<file path="src/rtl/i2c_pkg.sv">
// Shared types and constants for the I2C ADC target.
// The state enum and address constants are also intended for a future master-side block.
package i2c_pkg;

    typedef enum logic [2:0] {
        IDLE,
        ADDR,
        ADDR_ACK,
        TX_UPPER,
        TX_LOWER,
        MACK_UPPER,
        MACK_LOWER,
        WAIT_STOP
    } i2c_tgt_state_t;

    localparam logic [6:0] MCP3221_ADDR = 7'b1001101;
    localparam logic       I2C_RW_READ  = 1'b1;

    // The first byte of a conversion pair carries the upper nibble behind four zeros.
    function automatic logic [7:0] upper_byte(input logic [11:0] value);
        return {4'b0000, value[11:8]};
    endfunction

endpackage

</file>
<file path="src/rtl/i2c_bus_sync.sv">
// SCL/SDA synchronizers plus edge and bus-condition (START/STOP) pulse generation.
// Every output pulse lasts exactly one clk cycle.
module i2c_bus_sync #(
    parameter int unsigned SYNC_STAGES = 2
) (
    input  logic clk,
    input  logic reset_n,
    input  logic scl_in,
    input  logic sda_in,
    output logic scl_s,
    output logic sda_s,
    output logic scl_rise,
    output logic scl_fall,
    output logic start_det,
    output logic stop_det
);

    logic [SYNC_STAGES-1:0] scl_sync;
    logic [SYNC_STAGES-1:0] sda_sync;
    logic                   scl_d;
    logic                   sda_d;

    // Preset to 1 so that leaving reset looks like an idle bus.
    always_ff @(posedge clk or negedge reset_n) begin
        if (!reset_n) begin
            scl_sync <= '1;
            sda_sync <= '1;
            scl_d    <= 1'b1;
            sda_d    <= 1'b1;
        end else begin
            scl_sync <= {scl_sync[SYNC_STAGES-2:0], scl_in};
            sda_sync <= {sda_sync[SYNC_STAGES-2:0], sda_in};
            scl_d    <= scl_s;
            sda_d    <= sda_s;
        end
    end

    assign scl_s     = scl_sync[SYNC_STAGES-1];
    assign sda_s     = sda_sync[SYNC_STAGES-1];
    assign scl_rise  =  scl_s & ~scl_d;
    assign scl_fall  = ~scl_s &  scl_d;
    assign start_det =  scl_s &  scl_d &  sda_d & ~sda_s;
    assign stop_det  =  scl_s &  scl_d & ~sda_d &  sda_s;

endmodule

</file>
<file path="src/rtl/i2c_adc_target.sv">
// I2C read-only target that mimics an MCP3221 12-bit ADC: it ACKs its address and
// streams {4'b0, data[11:8]}, data[7:0] pairs for as long as the master keeps ACKing.
module i2c_adc_target
    import i2c_pkg::*;
#(
    parameter logic [6:0]  DEV_ADDR    = MCP3221_ADDR,
    parameter int unsigned SYNC_STAGES = 2
) (
    input  logic        clk,
    input  logic        reset_n,
    input  logic        scl_in,
    input  logic        sda_in,
    output logic        sda_oe,
    input  logic [11:0] sample_data,
    input  logic        sample_valid,
    output logic        busy,
    output logic        pair_done,
    output logic        rd_nack
);

    i2c_tgt_state_t state;
    i2c_tgt_state_t state_next;

    logic        scl_s, sda_s, scl_rise, scl_fall, start_det, stop_det;
    logic        bus_event;
    logic [2:0]  bit_cnt;
    logic        last_bit;
    logic [6:0]  addr_shift;
    logic        addr_hit;
    logic [11:0] shadow;
    logic [11:0] tx;
    logic [11:0] snap_val;
    logic [7:0]  cur_byte;

    logic addr_shift_en, addr_accept, ack_drive, load_upper, load_lower, bit_step;
    logic pair_pulse, nack_pulse;

    i2c_bus_sync #(
        .SYNC_STAGES(SYNC_STAGES)
    ) u_bus_sync (
        .clk      (clk),
        .reset_n  (reset_n),
        .scl_in   (scl_in),
        .sda_in   (sda_in),
        .scl_s    (scl_s),
        .sda_s    (sda_s),
        .scl_rise (scl_rise),
        .scl_fall (scl_fall),
        .start_det(start_det),
        .stop_det (stop_det)
    );

    assign bus_event = start_det | stop_det;
    assign last_bit  = (bit_cnt == 3'd7);
    assign addr_hit  = (addr_shift == DEV_ADDR);
    // A sample arriving on the snapshot cycle bypasses the shadow register.
    assign snap_val  = sample_valid ? sample_data : shadow;
    assign cur_byte  = (state == TX_LOWER) ? tx[7:0] : upper_byte(tx);

    always_ff @(posedge clk or negedge reset_n) begin
        if (!reset_n) begin
            state <= IDLE;
        end else begin
            state <= state_next;
        end
    end

    always_comb begin
        state_next = state;
        if (stop_det) begin
            state_next = IDLE;
        end else if (start_det) begin
            state_next = ADDR;
        end else begin
            case (state)
                ADDR: begin
                    if (scl_rise && last_bit) begin
                        state_next = (addr_hit && sda_s == I2C_RW_READ) ? ADDR_ACK : WAIT_STOP;
                    end
                end
                ADDR_ACK:   if (scl_fall && sda_oe) state_next = TX_UPPER;
                TX_UPPER:   if (scl_fall && last_bit) state_next = MACK_UPPER;
                TX_LOWER:   if (scl_fall && last_bit) state_next = MACK_LOWER;
                MACK_UPPER: begin
                    if (scl_rise && sda_s)  state_next = WAIT_STOP;
                    else if (scl_fall)      state_next = TX_LOWER;
                end
                MACK_LOWER: begin
                    if (scl_rise && sda_s)  state_next = WAIT_STOP;
                    else if (scl_fall)      state_next = TX_UPPER;
                end
                default: ;
            endcase
        end
    end

    // The acknowledge is sampled on the rising edge; the next byte starts on the following fall.
    always_comb begin
        addr_shift_en = 1'b0;
        addr_accept   = 1'b0;
        ack_drive     = 1'b0;
        load_upper    = 1'b0;
        load_lower    = 1'b0;
        bit_step      = 1'b0;
        pair_pulse    = 1'b0;
        nack_pulse    = 1'b0;
        if (!bus_event) begin
            case (state)
                ADDR: begin
                    addr_shift_en = scl_rise;
                    addr_accept   = scl_rise && last_bit && addr_hit && (sda_s == I2C_RW_READ);
                end
                ADDR_ACK: begin
                    ack_drive  = scl_fall && !sda_oe;
                    load_upper = scl_fall &&  sda_oe;
                end
                TX_UPPER, TX_LOWER: bit_step = scl_fall;
                MACK_UPPER: load_lower = scl_fall;
                MACK_LOWER: begin
                    pair_pulse = scl_rise;
                    nack_pulse = scl_rise && sda_s;
                    load_upper = scl_fall;
                end
                default: ;
            endcase
        end
    end

    always_ff @(posedge clk or negedge reset_n) begin
        if (!reset_n) begin
            sda_oe     <= 1'b0;
            busy       <= 1'b0;
            pair_done  <= 1'b0;
            rd_nack    <= 1'b0;
            bit_cnt    <= '0;
            addr_shift <= '0;
            shadow     <= '0;
            tx         <= '0;
        end else begin
            pair_done <= pair_pulse;
            rd_nack   <= nack_pulse;
            if (sample_valid) begin
                shadow <= sample_data;
            end
            if (bus_event) begin
                sda_oe  <= 1'b0;
                busy    <= 1'b0;
                bit_cnt <= '0;
            end else begin
                if (addr_shift_en) begin
                    addr_shift <= {addr_shift[5:0], sda_s};
                    bit_cnt    <= bit_cnt + 3'd1;
                end
                if (addr_accept) begin
                    busy <= 1'b1;
                end
                if (ack_drive) begin
                    sda_oe <= 1'b1;
                end
                // The upper byte always opens with a padding zero, so SDA is pulled low.
                if (load_upper) begin
                    tx      <= snap_val;
                    sda_oe  <= 1'b1;
                    bit_cnt <= '0;
                end
                if (load_lower) begin
                    sda_oe  <= ~tx[7];
                    bit_cnt <= '0;
                end
                if (bit_step) begin
                    bit_cnt <= bit_cnt + 3'd1;
                    sda_oe  <= last_bit ? 1'b0 : ~cur_byte[3'd6 - bit_cnt];
                end
                if (state == WAIT_STOP) begin
                    sda_oe <= 1'b0;
                end
            end
        end
    end

endmodule

</file>
<file path="config.mk">
export PLATFORM = sky130hd
export DESIGN_NAME = i2c_adc_target
export DESIGN_NICKNAME = d
export VERILOG_FILES = /design/src/rtl/i2c_pkg.sv /design/src/rtl/i2c_bus_sync.sv /design/src/rtl/i2c_adc_target.sv
export SDC_FILE = /design/constraint.sdc
export NUM_CORES = 1
export LEC_CHECK = 0
export ABC_CLOCK_PERIOD_IN_PS = 2200
export CELL_PAD_IN_SITES_DETAIL_PLACEMENT = 0
export CELL_PAD_IN_SITES_GLOBAL_PLACEMENT = 1
export CORE_MARGIN = 2
export CORE_UTILIZATION = 48
export CTS_BUF_LIST = sky130_fd_sc_hd__clkbuf_8
export DETAILED_ROUTE_END_ITERATION = 12
export PLACE_DENSITY = 0.9
export RECOVER_POWER = 100
export REMOVE_ABC_BUFFERS = 1
export SLEW_MARGIN = 15
export SYNTH_ARGS = -nofsm -noshare
export SYNTH_HDL_FRONTEND = slang
export SYNTH_SLANG_ARGS = --single-unit
</file>
<file path="constraint.sdc">
create_clock -name clk -period 2.2 [get_ports clk]
set_input_delay 0.33 -clock clk [delete_from_list [all_inputs] [get_ports clk]]
set_output_delay 0.33 -clock clk [all_outputs]
set_load 0.01 [all_outputs]
</file>
==> results of run 1 <==
kinds of logic after synthesis:
family,count (synthesis),share of synthesized area
AO/OA/AOI/OAI,42,0.134
XOR/XNOR,2,0.00748
adder cells (fa/ha/maj),3,0.0160
buffers and inverters,17,0.0417
flip-flops,47,0.505
multiplexers,36,0.182
AND/OR/NAND/NOR,44,0.114
flip-flops by register name, summed over array words and instances, names as in the netlist:
name	flops
state	3
u_bus_sync.sda_sync	2
sda_oe	1
shadow	12
u_bus_sync.scl_sync	2
addr_shift	7
busy	1
u_bus_sync.sda_d	1
pair_done	1
rd_nack	1
u_bus_sync.scl_d	1
tx	12
bit_cnt	3
final timing paths:
kind                                              from                     end  slack [ps]  cells after the start
worst max-delay path            u_bus_sync.scl_sync[1]              bit_cnt[0]         240                      5
worst min-delay path            u_bus_sync.scl_sync[0]  u_bus_sync.scl_sync[1]         350                      0
worst max register to register  u_bus_sync.scl_sync[1]              bit_cnt[0]         240                      5
worst min register to register  u_bus_sync.scl_sync[0]  u_bus_sync.scl_sync[1]         350                      0
max in group asynchronous                      reset_n  u_bus_sync.sda_sync[1]         560                      3
min in group asynchronous                      reset_n                    busy         670                      2
cells in the final DEF, fill, tap and decap left out, types with 2 or more instances in the layout:
master                            count
sky130_fd_sc_hd__o21a_1               2
sky130_fd_sc_hd__nor2_1              11
sky130_fd_sc_hd__dfstp_2              5
sky130_fd_sc_hd__dfrtp_1             41
sky130_fd_sc_hd__a211oi_1             2
sky130_fd_sc_hd__a31oi_1              5
sky130_fd_sc_hd__mux4_2               2
sky130_fd_sc_hd__nand2_1              6
sky130_fd_sc_hd__mux2_1              18
sky130_fd_sc_hd__inv_1                5
sky130_fd_sc_hd__a21oi_1              4
sky130_fd_sc_hd__xnor2_1              2
sky130_fd_sc_hd__dlygate4sd3_1        8
sky130_fd_sc_hd__nand2b_1             3
sky130_fd_sc_hd__clkbuf_1             3
sky130_fd_sc_hd__nand3b_1             2
sky130_fd_sc_hd__ha_1                 3
sky130_fd_sc_hd__a221oi_1             3
sky130_fd_sc_hd__nand4b_1             3
sky130_fd_sc_hd__nor2b_1              4
sky130_fd_sc_hd__and3_1               2
sky130_fd_sc_hd__a21o_1               5
sky130_fd_sc_hd__clkbuf_2             2
sky130_fd_sc_hd__nand3_1              2
sky130_fd_sc_hd__a22o_1               3
sky130_fd_sc_hd__clkbuf_8             5
sky130_fd_sc_hd__o21ai_0             10
sky130_fd_sc_hd__buf_4                5
sky130_fd_sc_hd__mux2_2              15
sky130_fd_sc_hd__nor2_2               2
sky130_fd_sc_hd__clkdlybuf4s50_1     12
power by group through the flow:
| stage | Combinational (mW) | Sequential, mW | Clock (mW) |
|---|---|---|---|
| 4_1_cts | 1.01 | 1.30 | 0.522 |
| 3_3_place_gp | 0.996 | 1.31 | 0 |
| 2_1_floorplan | 0.707 | 1.30 | 0 |
| 6_report | 0.979 | 1.30 | 0.505 |
| 3_5_place_dp | 1.01 | 1.32 | 0 |
| 5_1_grt | 1.10 | 1.33 | 0.558 |
worst reg2reg max path, cell delays in order (launching register included):
cell and delay (ps):
sky130_fd_sc_hd__dfstp_1 760, sky130_fd_sc_hd__nor2b_1 260, sky130_fd_sc_hd__and3_4 290, sky130_fd_sc_hd__a21o_1 150
sky130_fd_sc_hd__a211oi_1 80, sky130_fd_sc_hd__mux2_2 290
repair_timing:
item / in CTS / in global routing
endpoints found under the hold margin: 12 / 0
hold buffers: 1 / 0
resized for setup: 0 / 0
final cells by class:
class / instances / area, um2
Sequential cell: 47 / 1180
Fill cell: 390 / 2040
Tap cell: 67 / 83.8
Inverter: 5 / 18.8
Multi-Input combinational cell: 127 / 1050
Timing Repair Buffer: 30 / 259
Clock inverter: 3 / 16.3
Clock buffer: 5 / 68.8
routing by layer:
layer | share of wire | GRT usage | wire [um]
met3 | 0.039 | 0.0412 | 162
met1 | 0.48 | 0.257 | 2010
met4 | 0.020 | 0.0768 | 82
met5 | 0 | 0 | 0
met2 | 0.46 | 0.285 | 1950
==> results.rst, run 1 <==
.. list-table::
   :header-rows: 1

   * - Metric
     - Value
   * - Result of the run
     - completed
   * - Number of unique standard cell types used by synthesis
     - around 50
   * - Number of remaining DRC errors
     - 0
   * - Mapped Area
     - 2340 um2
   * - Starting density of the core
     - 0.496
   * - Die area
     - 5450 um2
   * - Number of synthesis warnings
     - 0
   * - Clk root buf
     - sky130_fd_sc_hd__clkbuf_8
   * - Worst Hold Class
     - reg2reg
   * - Clk network pwr share
     - 0.181
   * - Post-route setup slack
     - 241 ps
   * - Horizontal die dimension
     - 73.9 um
   * - Final core utilization
     - 0.567
   * - Clk_lat worst skew
     - 300 ps
   * - Antenna diodes
     - 0
   * - Critical Path Source Type
     - flip-flop
   * - Worst path cell trace
     - nor2b_1, and3_4, a21o_1, a211oi_1, mux2_2
   * - Post-DR vias/cell
     - 5.50
   * - Worst rel slew slack
     - 0.389
   * - CP max FO
     - 14
   * - Count of pins on the block boundary
     - 21
   * - Fin nets
     - around 240
   * - Most frequent cell after synthesis
     - sky130_fd_sc_hd__dfrtp_1
   * - DR iter-0 viols
     - approximately 170
   * - Via count of the first global-routing pass
     - 1,605
   * - Final hold violation count
     - 0
   * - Register bit count reported by yosys
     - 47
   * - Top achievable clock speed
     - 510 MHz
   * - Number of pins with negative max-slew slack in the final report
     - 0
   * - Part of the cycle the worst path needs
     - 0.890
   * - CTS tree
     - yes
   * - Crit Path Class
     - reg2reg
   * - Buf/Inv on CP
     - 0
   * - Final Hold Slack
     - 352 ps
   * - Worst path max stage delay
     - 760 ps
   * - Final standard cell count with taps included and fillers excluded
     - 284
   * - VDD IR max
     - 536 uV
   * - Top cell types by occurrence after synthesis
     - sky130_fd_sc_hd__dfrtp_1, sky130_fd_sc_hd__mux2_2, sky130_fd_sc_hd__nor2_1
   * - Clock period minus final worst setup slack
     - 1960 ps
   * - Total of buffers placed on input and output ports
     - 20
   * - Number of max-capacitance violations reported
     - 0
   * - Seq/Total Area, Yosys
     - 0.505
   * - Leading register cell type out of synthesis
     - sky130_fd_sc_hd__dfrtp_1
   * - Placement row count
     - 25
   * - Pin count of the biggest net entering global routing
     - 18
   * - Core area
     - 4720 um2
   * - Cell internal power dissipation
     - about 1.8 mW
   * - Unrepaired setup endpoints after global routing
     - false
   * - Final total power
     - 2.78 mW
   * - Switching portion of total power
     - 0.340
   * - Number of setup violations in the final report
     - 0
   * - Placed cell count
     - around 280
   * - Die Y-Extent
     - around 74 um
   * - Post-detailed-routing wire length
     - 4.20 mm
   * - Fraction of post-synthesis cell area in the top cell type by area
     - 0.438
   * - Post-Syn Area per Cell
     - 12.3 um2
   * - Clock skew
     - 11.8 ps
   * - Bufs on Longest Clock Path
     - 2
   * - Cell count after synthesis
     - 191
   * - Vias
     - 1,563
   * - Endpoint arrival time on the critical path
     - between 2000 and 2500 ps
   * - Slew of the pin with the lowest slew margin
     - between 900 and 1000 ps
   * - Number of search-and-repair iterations in the first detailed-routing pass
     - 4
   * - Post-route antenna net violation count
     - 0
   * - Cell area after layout
     - approximately 2700 um2
   * - Clock slew at reported path FFs
     - 90 ps
   * - Dominant cell type by area after synthesis
     - sky130_fd_sc_hd__dfrtp_1
   * - Count of flip-flops with a built-in enable after synthesis
     - 0
   * - Instance area at placement
     - 2610 um2
   * - Largest cells by area after synthesis
     - sky130_fd_sc_hd__dfrtp_1, sky130_fd_sc_hd__mux2_2, sky130_fd_sc_hd__dfstp_2
   * - First-pass GRT wire length
     - 7.67 mm
   * - Clock buffers created by TritonCTS
     - 5
   * - Placer congestion estimate
     - a little under 0.9
   * - Slowest stage cell, crit path
     - sky130_fd_sc_hd__dfstp_1
   * - Remaining global-route overflow
     - 0
   * - Sequential Power Share
     - 0.467
   * - Power density over the cells
     - 1040 nW/um2
   * - Setup WS pre-CTS
     - 377 ps
   * - CTS H-tree depth
     - 2
   * - Estimated wirelength of the detail-placed design
     - 3.10 mm
   * - Post-CTS setup buffers
     - 0
   * - Critical path capture point type
     - flip-flop
   * - Routed length per placed instance
     - 14.8 um
   * - Setup Total Neg Slack
     - 0 ps
   * - Overall track demand over capacity in global routing
     - 0.186
   * - Area overhead of the layout relative to synthesis
     - 14.4%
   * - Pleak
     - 1.17 nW
   * - Layout cells sized above 1
     - 0.207
   * - Clock sink count
     - 47
   * - Fraction of registers with async set or reset after synthesis
     - 1.00
   * - Antenna violations before repair
     - 0
   * - Family with the most delay on the worst path
     - flip-flops
   * - Combinational group share of total power
     - 0.352
   * - CP required
     - ~2400 ps
   * - P_sw
     - 0.945 mW
Note: power is estimated with default switching activity, not from simulation.
==> run 2: changes to the inputs <==
- CTS_CLUSTER_SIZE: not set -> 10
- MAX_ROUTING_LAYER: not set -> met4
==> run 2 against run 1 <==
Net effect:
- worst setup slack got worse by 5.7 ps
- critical endpoint unchanged
- combinational power barely moved
- flip-flop and latch count did not move
- global-route usage rose by 0.55 points
- die area did not move
- wire length fell by 0.24%
- hold slack barely moved
- maximum frequency fell by 0.29%
- total power barely moved
- clock skew barely moved
- critical path type unchanged
- clock power barely moved
- register-to-register slack barely moved
==> results.rst, run 2 (synthesis gave the netlist of run 1 again) <==
.. list-table::
   :header-rows: 1

   * - Metric
     - Value
   * - Result of the run
     - completed
   * - Antenna diodes
     - 0 (unchanged)
   * - Clock skew
     - 11.6 ps (-0.170 ps)
   * - Slowest stage cell, crit path
     - sky130_fd_sc_hd__dfstp_1
   * - Critical Path Source Type
     - flip-flop
   * - Clk root buf
     - sky130_fd_sc_hd__clkbuf_8
   * - Number of search-and-repair iterations in the first detailed-routing pass
     - 4 (unchanged)
   * - Resize count post-CTS
     - 0 (unchanged)
   * - Layout cells sized above 1
     - 0.207 (unchanged)
   * - First-pass GRT wire length
     - 7.67 mm (about the same)
   * - Number of remaining DRC errors
     - 0 (unchanged)
   * - Placer congestion estimate
     - 0.886 (+1.6%)
   * - Total of buffers placed on input and output ports
     - 20 (unchanged)
   * - Antenna violations before repair
     - 0 (unchanged)
   * - Count of pins on the block boundary
     - 21 (unchanged)
   * - Number of pins with negative max-slew slack in the final report
     - 0 (unchanged)
   * - Core area
     - 4720 um2 (unchanged)
   * - DR iter-0 viols
     - 165 (-5.2%)
   * - CTS tree
     - yes
   * - Clock buffers created by TritonCTS
     - 5 (unchanged)
   * - Endpoint arrival time on the critical path
     - 2150 ps (about the same)
   * - Post-detailed-routing wire length
     - 4.19 mm (-0.24%)
   * - Post-route setup slack
     - 235 ps (-5.72 ps)
   * - Most frequent cells in the layout
     - sky130_fd_sc_hd__dfrtp_1, sky130_fd_sc_hd__mux2_1, sky130_fd_sc_hd__mux2_2
   * - VDD IR max
     - 537 uV (about the same)
   * - Part of the cycle the worst path needs
     - 0.893 (+0.00260)
   * - Power density over the cells
     - 1040 nW/um2 (about the same)
   * - Slew of the pin with the lowest slew margin
     - 919 ps (+2.47 ps)
   * - Post-route antenna net violation count
     - 0 (unchanged)
   * - Post-DR vias/cell
     - 5.48 (-0.45%)
   * - Worst rel slew slack
     - 0.388 (-0.00165)
   * - Cell internal power dissipation
     - 1.84 mW (about the same)
   * - Number of max-capacitance violations reported
     - 0 (unchanged)
   * - Unrepaired setup endpoints after global routing
     - false
   * - Worst path max stage delay
     - 760 ps (about the same)
   * - Bufs on Longest Clock Path
     - 2 (unchanged)
   * - Setup WS pre-CTS
     - 377 ps (unchanged)
   * - Critical path capture point type
     - flip-flop
   * - Clk network pwr share
     - 0.181 (about the same)
   * - Worst path cell trace
     - nor2b_1, and3_4, a21o_1, a211oi_1, mux2_2
   * - Leading cell type in the layout, fill and taps excluded
     - sky130_fd_sc_hd__dfrtp_1
   * - Clock period minus final worst setup slack
     - 1960 ps (+5.72 ps)
   * - Setup Total Neg Slack
     - 0 ps (unchanged)
   * - Placement row count
     - 25 (unchanged)
   * - Clock sink count
     - 47 (unchanged)
   * - Horizontal die dimension
     - 73.9 um (unchanged)
   * - Final core utilization
     - 0.567 (unchanged)
   * - Area overhead of the layout relative to synthesis
     - 14.4% (unchanged)
   * - Crit Path Class
     - reg2reg
   * - Vias
     - 1,556 (-0.45%)
   * - Pin count of the biggest net entering global routing
     - 18 (unchanged)
   * - Routed length per placed instance
     - 14.8 um (-0.24%)
   * - Remaining global-route overflow
     - 0 (unchanged)
   * - Clock slew at reported path FFs
     - 90 ps (about the same)
   * - Sequential Power Share
     - 0.467 (about the same)
   * - Via count of the first global-routing pass
     - 1,603 (-0.12%)
   * - Overall track demand over capacity in global routing
     - 0.192 (+0.00550)
   * - Final hold violation count
     - 0 (unchanged)
   * - Worst Hold Class
     - reg2reg
   * - Top achievable clock speed
     - 509 MHz (-0.29%)
   * - Number of setup violations in the final report
     - 0 (unchanged)
   * - CP max FO
     - 14 (unchanged)
   * - P_sw
     - 0.945 mW (about the same)
   * - Hold-critical path depth
     - 0 (unchanged)
   * - Switching portion of total power
     - 0.340 (about the same)
   * - CP required
     - 2390 ps (about the same)
   * - Starting density of the core
     - 0.496 (unchanged)
   * - Fin nets
     - 236 (unchanged)
   * - Die Y-Extent
     - 73.9 um (unchanged)
   * - Largest registers
     - shadow (12), tx (12), addr_shift (7)
   * - Cell area after layout
     - 2680 um2 (unchanged)
   * - Worst reg2reg path depth
     - 5 (unchanged)
   * - Combinational group share of total power
     - 0.352 (about the same)
   * - Clk_lat worst skew
     - 300 ps (about the same)
   * - Instance area at placement
     - 2610 um2 (unchanged)
   * - CTS H-tree depth
     - 2 (unchanged)
   * - Pleak
     - 1.17 nW (unchanged)
   * - Die area
     - 5450 um2 (unchanged)
   * - Estimated wirelength of the detail-placed design
     - 3.10 mm (unchanged)
## run 2: cell counts in the layout (fill, tap and decap cells not counted)
Identical to the previous run, type by type.
## run 2: metrics by stage
stage	hold slack, ps	instances	power, mW
after floorplan	34.4	179	2.01
after global placement	265	275	2.31
after detailed placement	273	275	2.32
after CTS	353	284	2.83
after global routing	366	284	3.00
final	352	284	2.78
## run 2: timing repair
action | CTS | global route
hold buffers | 1 | 0
buffers inserted | 0 | 0
endpoints found under the hold margin | 12 | 0
## run 2: path summary, 6_finish.rpt
kind / end / slack, ps / startpoint
setup / recovery: bit_cnt[0] / 240 / u_bus_sync.scl_sync[1]
min in group asynchronous: busy / 670 / reset_n
setup reg to reg: bit_cnt[0] / 240 / u_bus_sync.scl_sync[1]
hold reg to reg: u_bus_sync.scl_sync[1] / 350 / u_bus_sync.scl_sync[0]
hold / removal: u_bus_sync.scl_sync[1] / 350 / u_bus_sync.scl_sync[0]
max in group asynchronous: u_bus_sync.sda_sync[1] / 560 / reset_n
## run 2: power groups by stage
stage          sequential, mW  clock [mW]  combinational, mW
4_1_cts                  1.30       0.522               1.01
6_report                 1.30       0.505              0.979
5_1_grt                  1.33       0.558               1.10
3_3_place_gp             1.31           0              0.996
2_1_floorplan            1.30           0              0.707
3_5_place_dp             1.32           0               1.01
## run 2: layout make-up
type | count | area [um2]
clock inverter | 3 | 16.3
timing repair buffer | 30 | 259
fill | 390 | 2040
clock buffer | 5 | 68.8
inverter | 5 | 18.8
multi-input combinational | 127 | 1050
tap | 67 | 83.8
sequential | 47 | 1180
## run 2: critical path: cells and delay by family (launching register included)
kind / cells / cell delay, ps
muxes: 1 / 290
DFF: 1 / 760
and+or+nand+nor: 2 / 560
AOI/OAI and AO/OA: 2 / 240
## run 2: metal layers
metal  GRT usage  wire length (um)
met1       0.257              2010
met2       0.285              1950
met3      0.0412               144
met4      0.0768                80
met5           -                 0
==> run 3: changes to the inputs <==
- TNS_END_PERCENT: not set -> 100
==> results of run 3 <==
The final DEF is identical to that of run 2; final timing and power are the same.
